[src/rtl/mem_access_unit_pkg.sv]
// Shared widths, access-kind codes and FSM state encoding for the memory
// access unit and its IR assembler.
package mem_access_unit_pkg;

    localparam int ADDR_WIDTH        = 16;
    localparam int DATA_WIDTH        = 16;
    localparam int INSTRUCTION_WIDTH = 32;
    localparam int MAX_WAIT          = 15;

    typedef enum logic [1:0] {
        ACC_FETCH = 2'd0,
        ACC_LOAD  = 2'd1,
        ACC_STORE = 2'd2
    } acc_kind_e;

    typedef enum logic {
        ST_IDLE   = 1'b0,
        ST_ACCESS = 1'b1
    } mau_state_e;

    // Fetch beats store beats load; a load is whatever remains once start fired.
    function automatic acc_kind_e decode_kind(input logic ireg_we, input logic data_acc,
                                              input logic wr);
        if (ireg_we)
            return ACC_FETCH;
        else if (data_acc && wr)
            return ACC_STORE;
        else
            return ACC_LOAD;
    endfunction

endpackage

[src/rtl/mem_access_unit_ir_assembler.sv]
// Instruction register built from two independently written halves.
// Ports:
//   clk, rst_n   clock, asynchronous active-low clear
//   we_hi_i      load din_i into instr_o[2W-1:W]
//   we_lo_i      load din_i into instr_o[W-1:0]
//   din_i        half-word from memory
//   instr_o      assembled instruction (all-zero after reset decodes as NOP)
module mem_access_unit_ir_assembler #(
    parameter int HALF_WIDTH = 16
) (
    input  logic                    clk,
    input  logic                    rst_n,
    input  logic                    we_hi_i,
    input  logic                    we_lo_i,
    input  logic [HALF_WIDTH-1:0]   din_i,
    output logic [2*HALF_WIDTH-1:0] instr_o
);

    logic [HALF_WIDTH-1:0] hi_q;
    logic [HALF_WIDTH-1:0] lo_q;

    always_ff @(posedge clk or negedge rst_n) begin
        if (!rst_n) begin
            hi_q <= '0;
            lo_q <= '0;
        end else begin
            if (we_hi_i) hi_q <= din_i;
            if (we_lo_i) lo_q <= din_i;
        end
    end

    assign instr_o = {hi_q, lo_q};

endmodule

[src/rtl/mem_access_unit.sv]
// Memory access unit: turns the control FSM's fetch/load/store strobes into a
// req/ack transaction on a variable-latency 16-bit memory, assembles the IR,
// holds the MDR and aborts accesses that wait too long.
// Handshake: a strobe is accepted only while IDLE (busy then goes high
// combinationally); mem_req/mem_addr/mem_we/mem_wdata are registered and stay
// stable until the one-cycle mem_ack pulse or the wait limit, after which
// mem_req drops on the next edge. mem_ack outside an access is ignored.
// Ports:
//   clk, reset                      clock, asynchronous active-low reset
//   pc, alu_out, store_data         fetch address, data address, store value
//   ireg_write_enable, hi_half,
//   data_or_not_inst, mem_read,
//   mem_write                       access strobes from control
//   mem_addr, mem_wdata, mem_req,
//   mem_we, mem_rdata, mem_ack      external memory interface
//   instruction, mdr                assembled IR and last loaded word
//   busy, timeout_err               stall request and sticky abort flag
//   dbg_state                       current FSM state for observation
module mem_access_unit
    import mem_access_unit_pkg::*;
#(
    parameter int ADDR_WIDTH        = mem_access_unit_pkg::ADDR_WIDTH,
    parameter int DATA_WIDTH        = mem_access_unit_pkg::DATA_WIDTH,
    parameter int INSTRUCTION_WIDTH = mem_access_unit_pkg::INSTRUCTION_WIDTH,
    parameter int MAX_WAIT          = mem_access_unit_pkg::MAX_WAIT
) (
    input  logic                         clk,
    input  logic                         reset,
    input  logic [ADDR_WIDTH-1:0]        pc,
    input  logic [ADDR_WIDTH-1:0]        alu_out,
    input  logic [DATA_WIDTH-1:0]        store_data,
    input  logic                         ireg_write_enable,
    input  logic                         hi_half,
    input  logic                         data_or_not_inst,
    input  logic                         mem_read,
    input  logic                         mem_write,
    output logic [ADDR_WIDTH-1:0]        mem_addr,
    output logic [DATA_WIDTH-1:0]        mem_wdata,
    output logic                         mem_req,
    output logic                         mem_we,
    input  logic [DATA_WIDTH-1:0]        mem_rdata,
    input  logic                         mem_ack,
    output logic [INSTRUCTION_WIDTH-1:0] instruction,
    output logic [DATA_WIDTH-1:0]        mdr,
    output logic                         busy,
    output logic                         timeout_err,
    output mau_state_e                   dbg_state
);

    localparam int CNT_W = $clog2(MAX_WAIT + 1);
    localparam logic [CNT_W-1:0] CNT_LAST = CNT_W'(MAX_WAIT - 1);
    localparam logic [CNT_W-1:0] CNT_MAX  = CNT_W'(MAX_WAIT);

    mau_state_e            state_q,   state_d;
    acc_kind_e             kind_q,    kind_d;
    logic                  hi_q,      hi_d;
    logic [ADDR_WIDTH-1:0] addr_q,    addr_d;
    logic [DATA_WIDTH-1:0] wdata_q,   wdata_d;
    logic                  we_q,      we_d;
    logic [CNT_W-1:0]      cnt_q,     cnt_d;
    logic                  timeout_q, timeout_d;
    logic [DATA_WIDTH-1:0] mdr_q,     mdr_d;

    logic      start;
    acc_kind_e kind_w;
    logic      ir_we_hi;
    logic      ir_we_lo;

    assign start  = (state_q == ST_IDLE) &&
                    (ireg_write_enable || (data_or_not_inst && (mem_read || mem_write)));
    assign kind_w = decode_kind(ireg_write_enable, data_or_not_inst, mem_write);

    always_ff @(posedge clk or negedge reset) begin
        if (!reset) begin
            state_q   <= ST_IDLE;
            kind_q    <= ACC_FETCH;
            hi_q      <= 1'b0;
            addr_q    <= '0;
            wdata_q   <= '0;
            we_q      <= 1'b0;
            cnt_q     <= '0;
            timeout_q <= 1'b0;
            mdr_q     <= '0;
        end else begin
            state_q   <= state_d;
            kind_q    <= kind_d;
            hi_q      <= hi_d;
            addr_q    <= addr_d;
            wdata_q   <= wdata_d;
            we_q      <= we_d;
            cnt_q     <= cnt_d;
            timeout_q <= timeout_d;
            mdr_q     <= mdr_d;
        end
    end

    always_comb begin
        state_d   = state_q;
        kind_d    = kind_q;
        hi_d      = hi_q;
        addr_d    = addr_q;
        wdata_d   = wdata_q;
        we_d      = we_q;
        cnt_d     = cnt_q;
        timeout_d = timeout_q;
        mdr_d     = mdr_q;
        ir_we_hi  = 1'b0;
        ir_we_lo  = 1'b0;

        case (state_q)
            ST_IDLE: begin
                if (start) begin
                    addr_d  = (kind_w == ACC_FETCH) ? pc : alu_out;
                    wdata_d = store_data;
                    we_d    = (kind_w == ACC_STORE);
                    kind_d  = kind_w;
                    hi_d    = hi_half;
                    cnt_d   = '0;
                    state_d = ST_ACCESS;
                end
            end
            ST_ACCESS: begin
                // The ack is checked first so an ack on the last allowed
                // cycle completes the access instead of aborting it.
                if (mem_ack) begin
                    if (kind_q == ACC_FETCH) begin
                        ir_we_hi = hi_q;
                        ir_we_lo = !hi_q;
                    end else if (kind_q == ACC_LOAD) begin
                        mdr_d = mem_rdata;
                    end
                    we_d    = 1'b0;
                    state_d = ST_IDLE;
                end else if (cnt_q == CNT_LAST) begin
                    timeout_d = 1'b1;
                    we_d      = 1'b0;
                    state_d   = ST_IDLE;
                end else if (cnt_q != CNT_MAX) begin
                    cnt_d = cnt_q + 1'b1;
                end
            end
            default: state_d = ST_IDLE;
        endcase
    end

    mem_access_unit_ir_assembler #(
        .HALF_WIDTH (DATA_WIDTH)
    ) u_ir (
        .clk     (clk),
        .rst_n   (reset),
        .we_hi_i (ir_we_hi),
        .we_lo_i (ir_we_lo),
        .din_i   (mem_rdata),
        .instr_o (instruction)
    );

    assign mem_req     = (state_q == ST_ACCESS);
    assign mem_addr    = addr_q;
    assign mem_wdata   = wdata_q;
    assign mem_we      = we_q;
    assign mdr         = mdr_q;
    assign timeout_err = timeout_q;
    assign busy        = start || (state_q == ST_ACCESS);
    assign dbg_state   = state_q;

endmodule

[config.mk]
export PLATFORM = sky130hd
export DESIGN_NAME = mem_access_unit
export DESIGN_NICKNAME = d
export VERILOG_FILES = /design/src/rtl/mem_access_unit_pkg.sv /design/src/rtl/mem_access_unit_ir_assembler.sv /design/src/rtl/mem_access_unit.sv
export SDC_FILE = /design/constraint.sdc
export NUM_CORES = 1
export LEC_CHECK = 0
export CAP_MARGIN = 15
export CORE_MARGIN = 10
export CORE_UTILIZATION = 45
export CTS_BUF_LIST = sky130_fd_sc_hd__clkbuf_4
export CTS_CLUSTER_DIAMETER = 30
export DETAILED_ROUTE_END_ITERATION = 16
export GPL_TIMING_DRIVEN = 0
export PLACE_DENSITY = 0.84
export SYNTH_ARGS = -nofsm -noshare
export SYNTH_HDL_FRONTEND = slang
export SYNTH_SLANG_ARGS = --single-unit
[constraint.sdc]
create_clock -name clk -period 5.2 [get_ports clk]
set_clock_uncertainty 0.15 [all_clocks]
set_input_delay 1.56 -clock clk [delete_from_list [all_inputs] [get_ports clk]]
set_output_delay 1.56 -clock clk [all_outputs]
set_load 0.005 [all_outputs]
==> results.rst, run 1 <==
.. list-table::
   :header-rows: 1

   * - Metric
     - Value
   * - Outcome
     - finished clean
   * - Sum of buffers and inverters on the critical path
     - 4
   * - Max-cap viol count
     - 0
   * - Number of enable flip-flop cells after synthesis
     - 0
   * - Vias after detailed routing
     - 2609
   * - Detail-routed via count per cell
     - 5.02
   * - Synthesized netlist cell count
     - 242
   * - Leading cell types by total area after synthesis
     - sky130_fd_sc_hd__dfrtp_1 60%, sky130_fd_sc_hd__mux2_2 26%, sky130_fd_sc_hd__mux2_4 4.0%
   * - Number of flip-flops and latches in the synthesized netlist
     - 90
   * - Hold-fix buffers at CTS
     - 0
   * - Number of buffers created by CTS
     - 9
   * - DP HPWL
     - 7.64 mm
   * - Resized cells post-CTS
     - 0
   * - Highest-count cells in the layout ignoring fill and taps
     - 155 x sky130_fd_sc_hd__clkdlybuf4s50_1, 90 x sky130_fd_sc_hd__dfrtp_1, 87 x sky130_fd_sc_hd__mux2_2
   * - Kind of start point of the critical path
     - primary input
   * - Fraction of layout instances using a drive strength above 1
     - 0.311
   * - Cell type with the largest total area after synthesis
     - sky130_fd_sc_hd__dfrtp_1
   * - Reg-to-reg critical path startpoint
     - kind_q[0]
   * - Final period utilization
     - 0.963
   * - Length in cells of the worst reg-to-reg path
     - 3
   * - Pin count of the biggest net entering global routing
     - 52
   * - Starting utilization of the core area
     - 0.459
   * - Mapped Nets
     - 316
   * - Maximum number of buffers from clock root to sink
     - 2
   * - Routed length per placed instance
     - 18.4 um
   * - Final ANT Viol Nets
     - 0
   * - Max-slew headroom at the worst pin
     - 0.411
   * - DRT iter0 DRCs
     - 68
   * - Post-CTS repair timing setup buffer count
     - 0
   * - Number of hold violations in the final report
     - 0
   * - Ratio of total power to cell area
     - 480 nW/um^2
   * - First-pass iteration count of the detailed router
     - 4
   * - TritonCTS clock tree
     - yes
   * - Clock Sink Count
     - 90
   * - CP max stage delay
     - 530 ps
   * - Cell at the root of the clock tree
     - sky130_fd_sc_hd__clkbuf_4
   * - First-pass GRT wire length
     - 15.4 mm
   * - Overall Global Routing Usage
     - 0.152
   * - GRT Residual Overflow
     - 0
   * - Reg2reg setup slack
     - 2960 ps
   * - Core Region
     - 8180 um^2
   * - R2R Path End
     - u_ir.lo_q[10]
   * - Total area of sequential cells
     - 2250 um^2
   * - Crit-path slowest cell
     - sky130_fd_sc_hd__clkdlybuf4s50_1
   * - Classification of the worst setup path
     - primary input to output port
   * - Initial antenna violation count
     - 0
   * - Part of the Yosys area used for sequential elements
     - 0.600
   * - Min Hold Slack
     - 372 ps
   * - Total of endpoints with negative setup slack in the final report
     - 0
   * - Hold depth
     - 1
   * - Critical Path AT
     - 3300 ps
   * - Residual DRC count
     - 0
   * - Number of synthesis warnings
     - 0
   * - Share of async-settable or async-resettable flops after synthesis
     - 1.00
   * - Tot Pwr
     - 2.70 mW
   * - Cell area after synthesis
     - 3750 um^2
   * - Number of cells after detailed placement
     - 504
   * - Number of distinct library cells after synthesis
     - 34
   * - Worst Hold Class
     - flip-flop to flip-flop
   * - Antenna Diode Count
     - 0
   * - Type of element capturing the critical path
     - output port
   * - Post-route minimum period
     - 5010 ps
   * - Hold EP
     - u_ir.lo_q[12]
   * - IR Drop Worst-Case VDD
     - 190 uV
   * - Number of fill cells in the layout
     - 593
   * - GPL Wtd Cong
     - 0.784
   * - Peak clock frequency supported by timing
     - 0.200 GHz
   * - Critical Path, Cell by Cell
     - clkdlybuf4s50_1, buf_2, buf_2, nor2_1, nand2_1, clkdlybuf4s50_1
   * - Area growth, synth to finish
     - 49.6%
   * - Count of buffers inserted at the top-level ports
     - 156
   * - Die Wd
     - 111 um
   * - Setup repair after global routing missed its margin
     - no
   * - Fraction of post-synthesis cell area in the top cell type by area
     - 0.600
   * - Multi-input combinational cell area
     - 1400 um^2
   * - Clock H-tree levels
     - 3
   * - # IOs
     - 157
   * - Synthesized area per cell
     - 15.5 um^2
   * - Routed wire length
     - 9.58 mm
   * - Clock latency on the worst-skew pair
     - 420 ps
   * - Worst-margin pin slew
     - 877 ps
   * - Net count of the finished layout
     - 484
   * - Die ar.
     - 12400 um^2
   * - Via count of the first global-routing pass
     - 2860
   * - Die boundary height
     - 111 um
   * - Most frequent standard cell in the layout excluding fill and tap cells
     - sky130_fd_sc_hd__clkdlybuf4s50_1
   * - Clock input transition at the sequential cells of the worst setup and hold paths
     - 130 ps
   * - Placement row count
     - 33
   * - Slew Limit Fails
     - 0
   * - Top FF cell, synth
     - sky130_fd_sc_hd__dfrtp_1
   * - Maximum fanout along the worst path
     - 10
   * - Post-Layout Cell Count
     - 520
   * - Final Util
     - 0.687
   * - Critical path's top delay family
     - buffers and inverters
   * - Hold_sp
     - u_ir.lo_q[12]
   * - Static leakage
     - 2.37 nW
   * - Worst endpoint required time
     - 3490 ps
-- synthesized netlist by cell type (2+ instances only) --
cell                       count
sky130_fd_sc_hd__dfrtp_1      90
sky130_fd_sc_hd__buf_2         5
sky130_fd_sc_hd__ha_1          2
sky130_fd_sc_hd__o31ai_1       2
sky130_fd_sc_hd__mux2_4       10
sky130_fd_sc_hd__a21oi_1       2
sky130_fd_sc_hd__nand2_1       6
sky130_fd_sc_hd__inv_1         4
sky130_fd_sc_hd__buf_4         2
sky130_fd_sc_hd__o21ai_0       4
sky130_fd_sc_hd__mux2_2       87
sky130_fd_sc_hd__nand3_1       3
sky130_fd_sc_hd__o21bai_1      2
sky130_fd_sc_hd__nor3_1        2
sky130_fd_sc_hd__buf_6         2
-- report_power, final --
part	internal (mW)	total [mW]	switching, mW
sequential	0.988	1.16	0.168
combinational	0.813	1.15	0.338
clock	0.153	0.389	0.236
total	1.95	2.70	0.742
-- stage by stage --
stage | setup TNS [ps] | cell area, um^2 | setup slack, ps
detailed placement | 0 | 5470 | 178
global placement | -77090 | 5450 | -862
CTS | 0 | 5610 | 180
floorplan | 0 | 3750 | 1340
finish | 0 | 5610 | 192
global route | 0 | 5610 | 118
-- final cells by class --
cell class | count | area share
sequential | 90 | 0.401
timing repair buffer | 157 | 0.283
multi-input combinational | 137 | 0.249
tap | 105 | 0.0234
buffer | 11 | 0.0154
clock buffer | 10 | 0.0134
clock inverter | 6 | 0.0120
inverter | 4 | 0.00267
-- state kept, by name, summed over array words and instances (netlist names), 2 cells and up --
| name | cells |
|---|---|
| mdr | 16 |
| mem_addr | 16 |
| mem_wdata | 16 |
| u_ir.hi_q | 16 |
| u_ir.lo_q | 16 |
| cnt_q | 4 |
| kind_q | 2 |
-- layer usage --
metal / GRT usage / part of all wire
met3: 0.0752 / 0.10
met5: 0 / 0
met4: 0.0437 / 0.0082
met2: 0.258 / 0.51
met1: 0.163 / 0.38
-- worst reg2reg max path, stage by stage (launching register included) --
cell	delay, ps
sky130_fd_sc_hd__dfrtp_1	470
sky130_fd_sc_hd__nor4_2	810
sky130_fd_sc_hd__buf_4	340
sky130_fd_sc_hd__mux2_2	350
-- how the worst max path moves through the flow --
stage,cells after the start,endpoint,from,slack (ps)
floorplan,4,busy,ireg_write_enable,1340
global placement,1,mem_wdata[9],reset,-860
detailed placement,6,busy,ireg_write_enable,180
CTS,6,busy,ireg_write_enable,180
global route,6,busy,ireg_write_enable,120
finish,6,busy,ireg_write_enable,190
-- cells by family after synthesis --
| group | synth area share |
|---|---|
| AO/OA/AOI/OAI | 0.0313 |
| adder cells (fa/ha/maj) | 0.00667 |
| buffers and inverters | 0.0270 |
| flip-flops | 0.600 |
| multiplexers | 0.301 |
| AND/OR/NAND/NOR | 0.0337 |
Note: power is estimated with default switching activity, not from simulation.
==> inputs of run 2 (changes only) <==
--- a/config.mk
+++ b/config.mk
@@ -11,6 +11,7 @@
 export CTS_BUF_LIST = sky130_fd_sc_hd__clkbuf_4
 export CTS_CLUSTER_DIAMETER = 30
 export DETAILED_ROUTE_END_ITERATION = 16
+export GPL_ROUTABILITY_DRIVEN = 0
 export GPL_TIMING_DRIVEN = 0
 export PLACE_DENSITY = 0.84
 export SYNTH_ARGS = -nofsm -noshare
==> results of run 2 <==
The final DEF is identical to that of run 1; final timing and power are the same.
==> inputs of run 3 (changes only) <==
--- a/config.mk
+++ b/config.mk
@@ -13,7 +13,8 @@
 export DETAILED_ROUTE_END_ITERATION = 16
 export GPL_ROUTABILITY_DRIVEN = 0
 export GPL_TIMING_DRIVEN = 0
-export PLACE_DENSITY = 0.84
+export PLACE_DENSITY = 0.83
 export SYNTH_ARGS = -nofsm -noshare
 export SYNTH_HDL_FRONTEND = slang
+export SYNTH_HIERARCHICAL = 1
 export SYNTH_SLANG_ARGS = --single-unit
==> results.rst, run 3 <==
.. list-table::
   :header-rows: 1

   * - Metric
     - Value
   * - Outcome
     - finished clean
   * - Worst-margin pin slew
     - 433 ps
   * - Fraction of post-synthesis cell area in the top cell type by area
     - 0.567
   * - Source of the critical timing path
     - ireg_write_enable
   * - Die Wd
     - 114 um
   * - Tot Pwr
     - 2.75 mW
   * - Part of the Yosys area used for sequential elements
     - 0.567
   * - Critical path capture point
     - busy
   * - Clock Sink Count
     - 90
   * - Antenna Diode Count
     - 0
   * - IR Drop Worst-Case VDD
     - 246 uV
   * - Cell type with the largest total area after synthesis
     - sky130_fd_sc_hd__dfrtp_1
   * - Highest-count cells in the layout ignoring fill and taps
     - 155 x sky130_fd_sc_hd__clkdlybuf4s50_1, 90 x sky130_fd_sc_hd__dfrtp_1, 47 x sky130_fd_sc_hd__mux2_4
   * - Total of endpoints with negative setup slack in the final report
     - 0
   * - Detailed-routed wire length on met2
     - 4.33 mm
   * - Mapped Nets
     - 317
   * - Final ANT Viol Nets
     - 0
   * - Synthesized area per cell
     - 16.3 um^2
   * - Most frequent standard cell in the layout excluding fill and tap cells
     - sky130_fd_sc_hd__clkdlybuf4s50_1
   * - Maximum number of buffers from clock root to sink
     - 2
   * - Hold-fix buffers at CTS
     - 0
   * - Top routing layer used
     - met4
   * - Post-route minimum period
     - 4880 ps
   * - Static leakage
     - 2.50 nW
   * - Most frequent cells after synthesis
     - 90 x sky130_fd_sc_hd__dfrtp_1, 47 x sky130_fd_sc_hd__mux2_4, 43 x sky130_fd_sc_hd__mux2_2, 7 x sky130_fd_sc_hd__buf_6, 7 x sky130_fd_sc_hd__mux2_1
   * - Number of hold violations in the final report
     - 0
   * - Starting utilization of the core area
     - 0.460
   * - Clock latency on the worst-skew pair
     - 420 ps
   * - Number of buffers created by CTS
     - 9
   * - Peak clock frequency supported by timing
     - 0.205 GHz
   * - GRT Residual Overflow
     - 0
   * - Post-CTS repair timing setup buffer count
     - 0
   * - R2R Path End
     - u_ir/hi_q[5]
   * - Critical Path AT
     - 3170 ps
   * - Reg-to-reg critical path startpoint
     - dbg_state
   * - DP HPWL
     - 7.58 mm
   * - Amount of wire on met3 after detailed routing
     - 905 um
   * - Final period utilization
     - 0.938
   * - Min Hold Slack
     - 359 ps
   * - Die boundary height
     - 114 um
   * - Number of synthesis warnings
     - 6
   * - Worst endpoint required time
     - 3490 ps
   * - Cell area after synthesis
     - 3970 um^2
   * - Maximum fanout along the worst path
     - 10
   * - Number of enable flip-flop cells after synthesis
     - 0
   * - Initial antenna violation count
     - 0
   * - Placement row count
     - 34
   * - Leading cell types by total area after synthesis
     - sky130_fd_sc_hd__dfrtp_1 57%, sky130_fd_sc_hd__mux2_4 18%, sky130_fd_sc_hd__mux2_2 12%
   * - Ratio of total power to cell area
     - 473 nW/um^2
   * - Cell at the root of the clock tree
     - sky130_fd_sc_hd__clkbuf_4
   * - First-pass iteration count of the detailed router
     - 4
   * - Routed wire length
     - 9.61 mm
   * - TritonCTS clock tree
     - yes
   * - Routed metal-1 wire length
     - 4.28 mm
   * - Number of distinct library cells after synthesis
     - 35
   * - Net count of the finished layout
     - 485
   * - Synthesized netlist cell count
     - 243
   * - Top FF cell, synth
     - sky130_fd_sc_hd__dfrtp_1
   * - Resized cells post-CTS
     - 0
   * - Most frequently used cell type in the post-synthesis netlist
     - sky130_fd_sc_hd__dfrtp_1
   * - Clock input transition at the sequential cells of the worst setup and hold paths
     - 160 ps
   * - Pin count of the biggest net entering global routing
     - 66
   * - Die ar.
     - 13000 um^2
   * - Setup repair after global routing missed its margin
     - no
   * - Via count of the first global-routing pass
     - 3054
   * - Slew Limit Fails
     - 0
   * - Max-slew headroom at the worst pin
     - 0.711
   * - Share of async-settable or async-resettable flops after synthesis
     - 1.00
   * - Vias after detailed routing
     - 2556
   * - Routed length per placed instance
     - 18.3 um
   * - Kind of start point of the critical path
     - primary input
   * - # IOs
     - 157
   * - Number of flip-flops and latches in the synthesized netlist
     - 90
   * - Worst Hold Class
     - flip-flop to flip-flop
   * - Reg2reg setup slack
     - 3250 ps
   * - Clock H-tree levels
     - 3
   * - Length in cells of the worst reg-to-reg path
     - 6
   * - Classification of the worst setup path
     - primary input to output port
   * - Residual DRC count
     - 0
   * - Post-Layout Cell Count
     - 524
   * - Fraction of layout instances using a drive strength above 1
     - 0.300
   * - Overall Global Routing Usage
     - 0.150
   * - Detail-routed via count per cell
     - 4.88
   * - Core Region
     - 8640 um^2
   * - Number of cells after detailed placement
     - 508
   * - Count of buffers inserted at the top-level ports
     - 156
   * - First-pass GRT wire length
     - 15.9 mm
   * - DRT iter0 DRCs
     - 75
   * - Area growth, synth to finish
     - 46.4%
   * - Type of element capturing the critical path
     - output port
   * - Max-cap viol count
     - 0
==> run 3: cell type report <==
class | count | area [um^2]
clock buffers | 9 | 67.6
well taps | 108 | 135
flip-flops and latches | 90 | 2250
clock inverters | 7 | 53.8
multi-input cells | 136 | 1560
repair buffers | 157 | 1590
plain buffers | 12 | 136
fillers | 608 | 2820
inverters | 5 | 18.8
==> run 3: worst min path at each step <==
stage | startpoint | endpoint | slack (ps) | cells past startpoint
floorplan | timeout_err | timeout_err | 320 | 1
global placement | timeout_err | timeout_err | 320 | 1
detailed placement | timeout_err | timeout_err | 320 | 1
CTS | timeout_err | timeout_err | 370 | 1
global route | mem_wdata[3] | mem_wdata[3] | 390 | 1
finish | timeout_err | timeout_err | 360 | 1
==> run 3: stage by stage <==
stage	instance area, um^2	setup TNS [ps]	utilization	worst slack, ps
6_report	5810	0	0.673	322
3_5_place_dp	5690	0	0.659	321
5_1_grt	5810	0	0.673	254
4_1_cts	5810	0	0.673	307
2_1_floorplan	3970	0	-	1480
3_3_place_gp	5670	-73700	0.656	-825
==> run 3: worst max-delay path, cell delays in order <==
cell,delay [ps]
sky130_fd_sc_hd__clkdlybuf4s50_1,620
sky130_fd_sc_hd__buf_6,200
sky130_fd_sc_hd__buf_6,170
sky130_fd_sc_hd__nor2_2,60
sky130_fd_sc_hd__nand2_1,60
sky130_fd_sc_hd__clkdlybuf4s50_1,490
==> run 3: cells by family after synthesis <==
family,after synthesis,synth area share
compound gates,16,0.0315
fa+ha+maj,2,0.00630
buf+inv,17,0.0391
mux,97,0.320
simple gates,21,0.0359
flops,90,0.567
==> run 3: per-layer routing <==
metal  up-vias  GRT usage
li1       1207          -
met1      1234      0.185
met2       108      0.239
met3         7     0.0619
met4         0     0.0384
met5         -          0
==> run 3: power by group <==
group	switching [mW]	internal [mW]	total, mW
combinational	0.356	0.891	1.25
sequential	0.168	0.988	1.16
clock	0.246	0.102	0.348
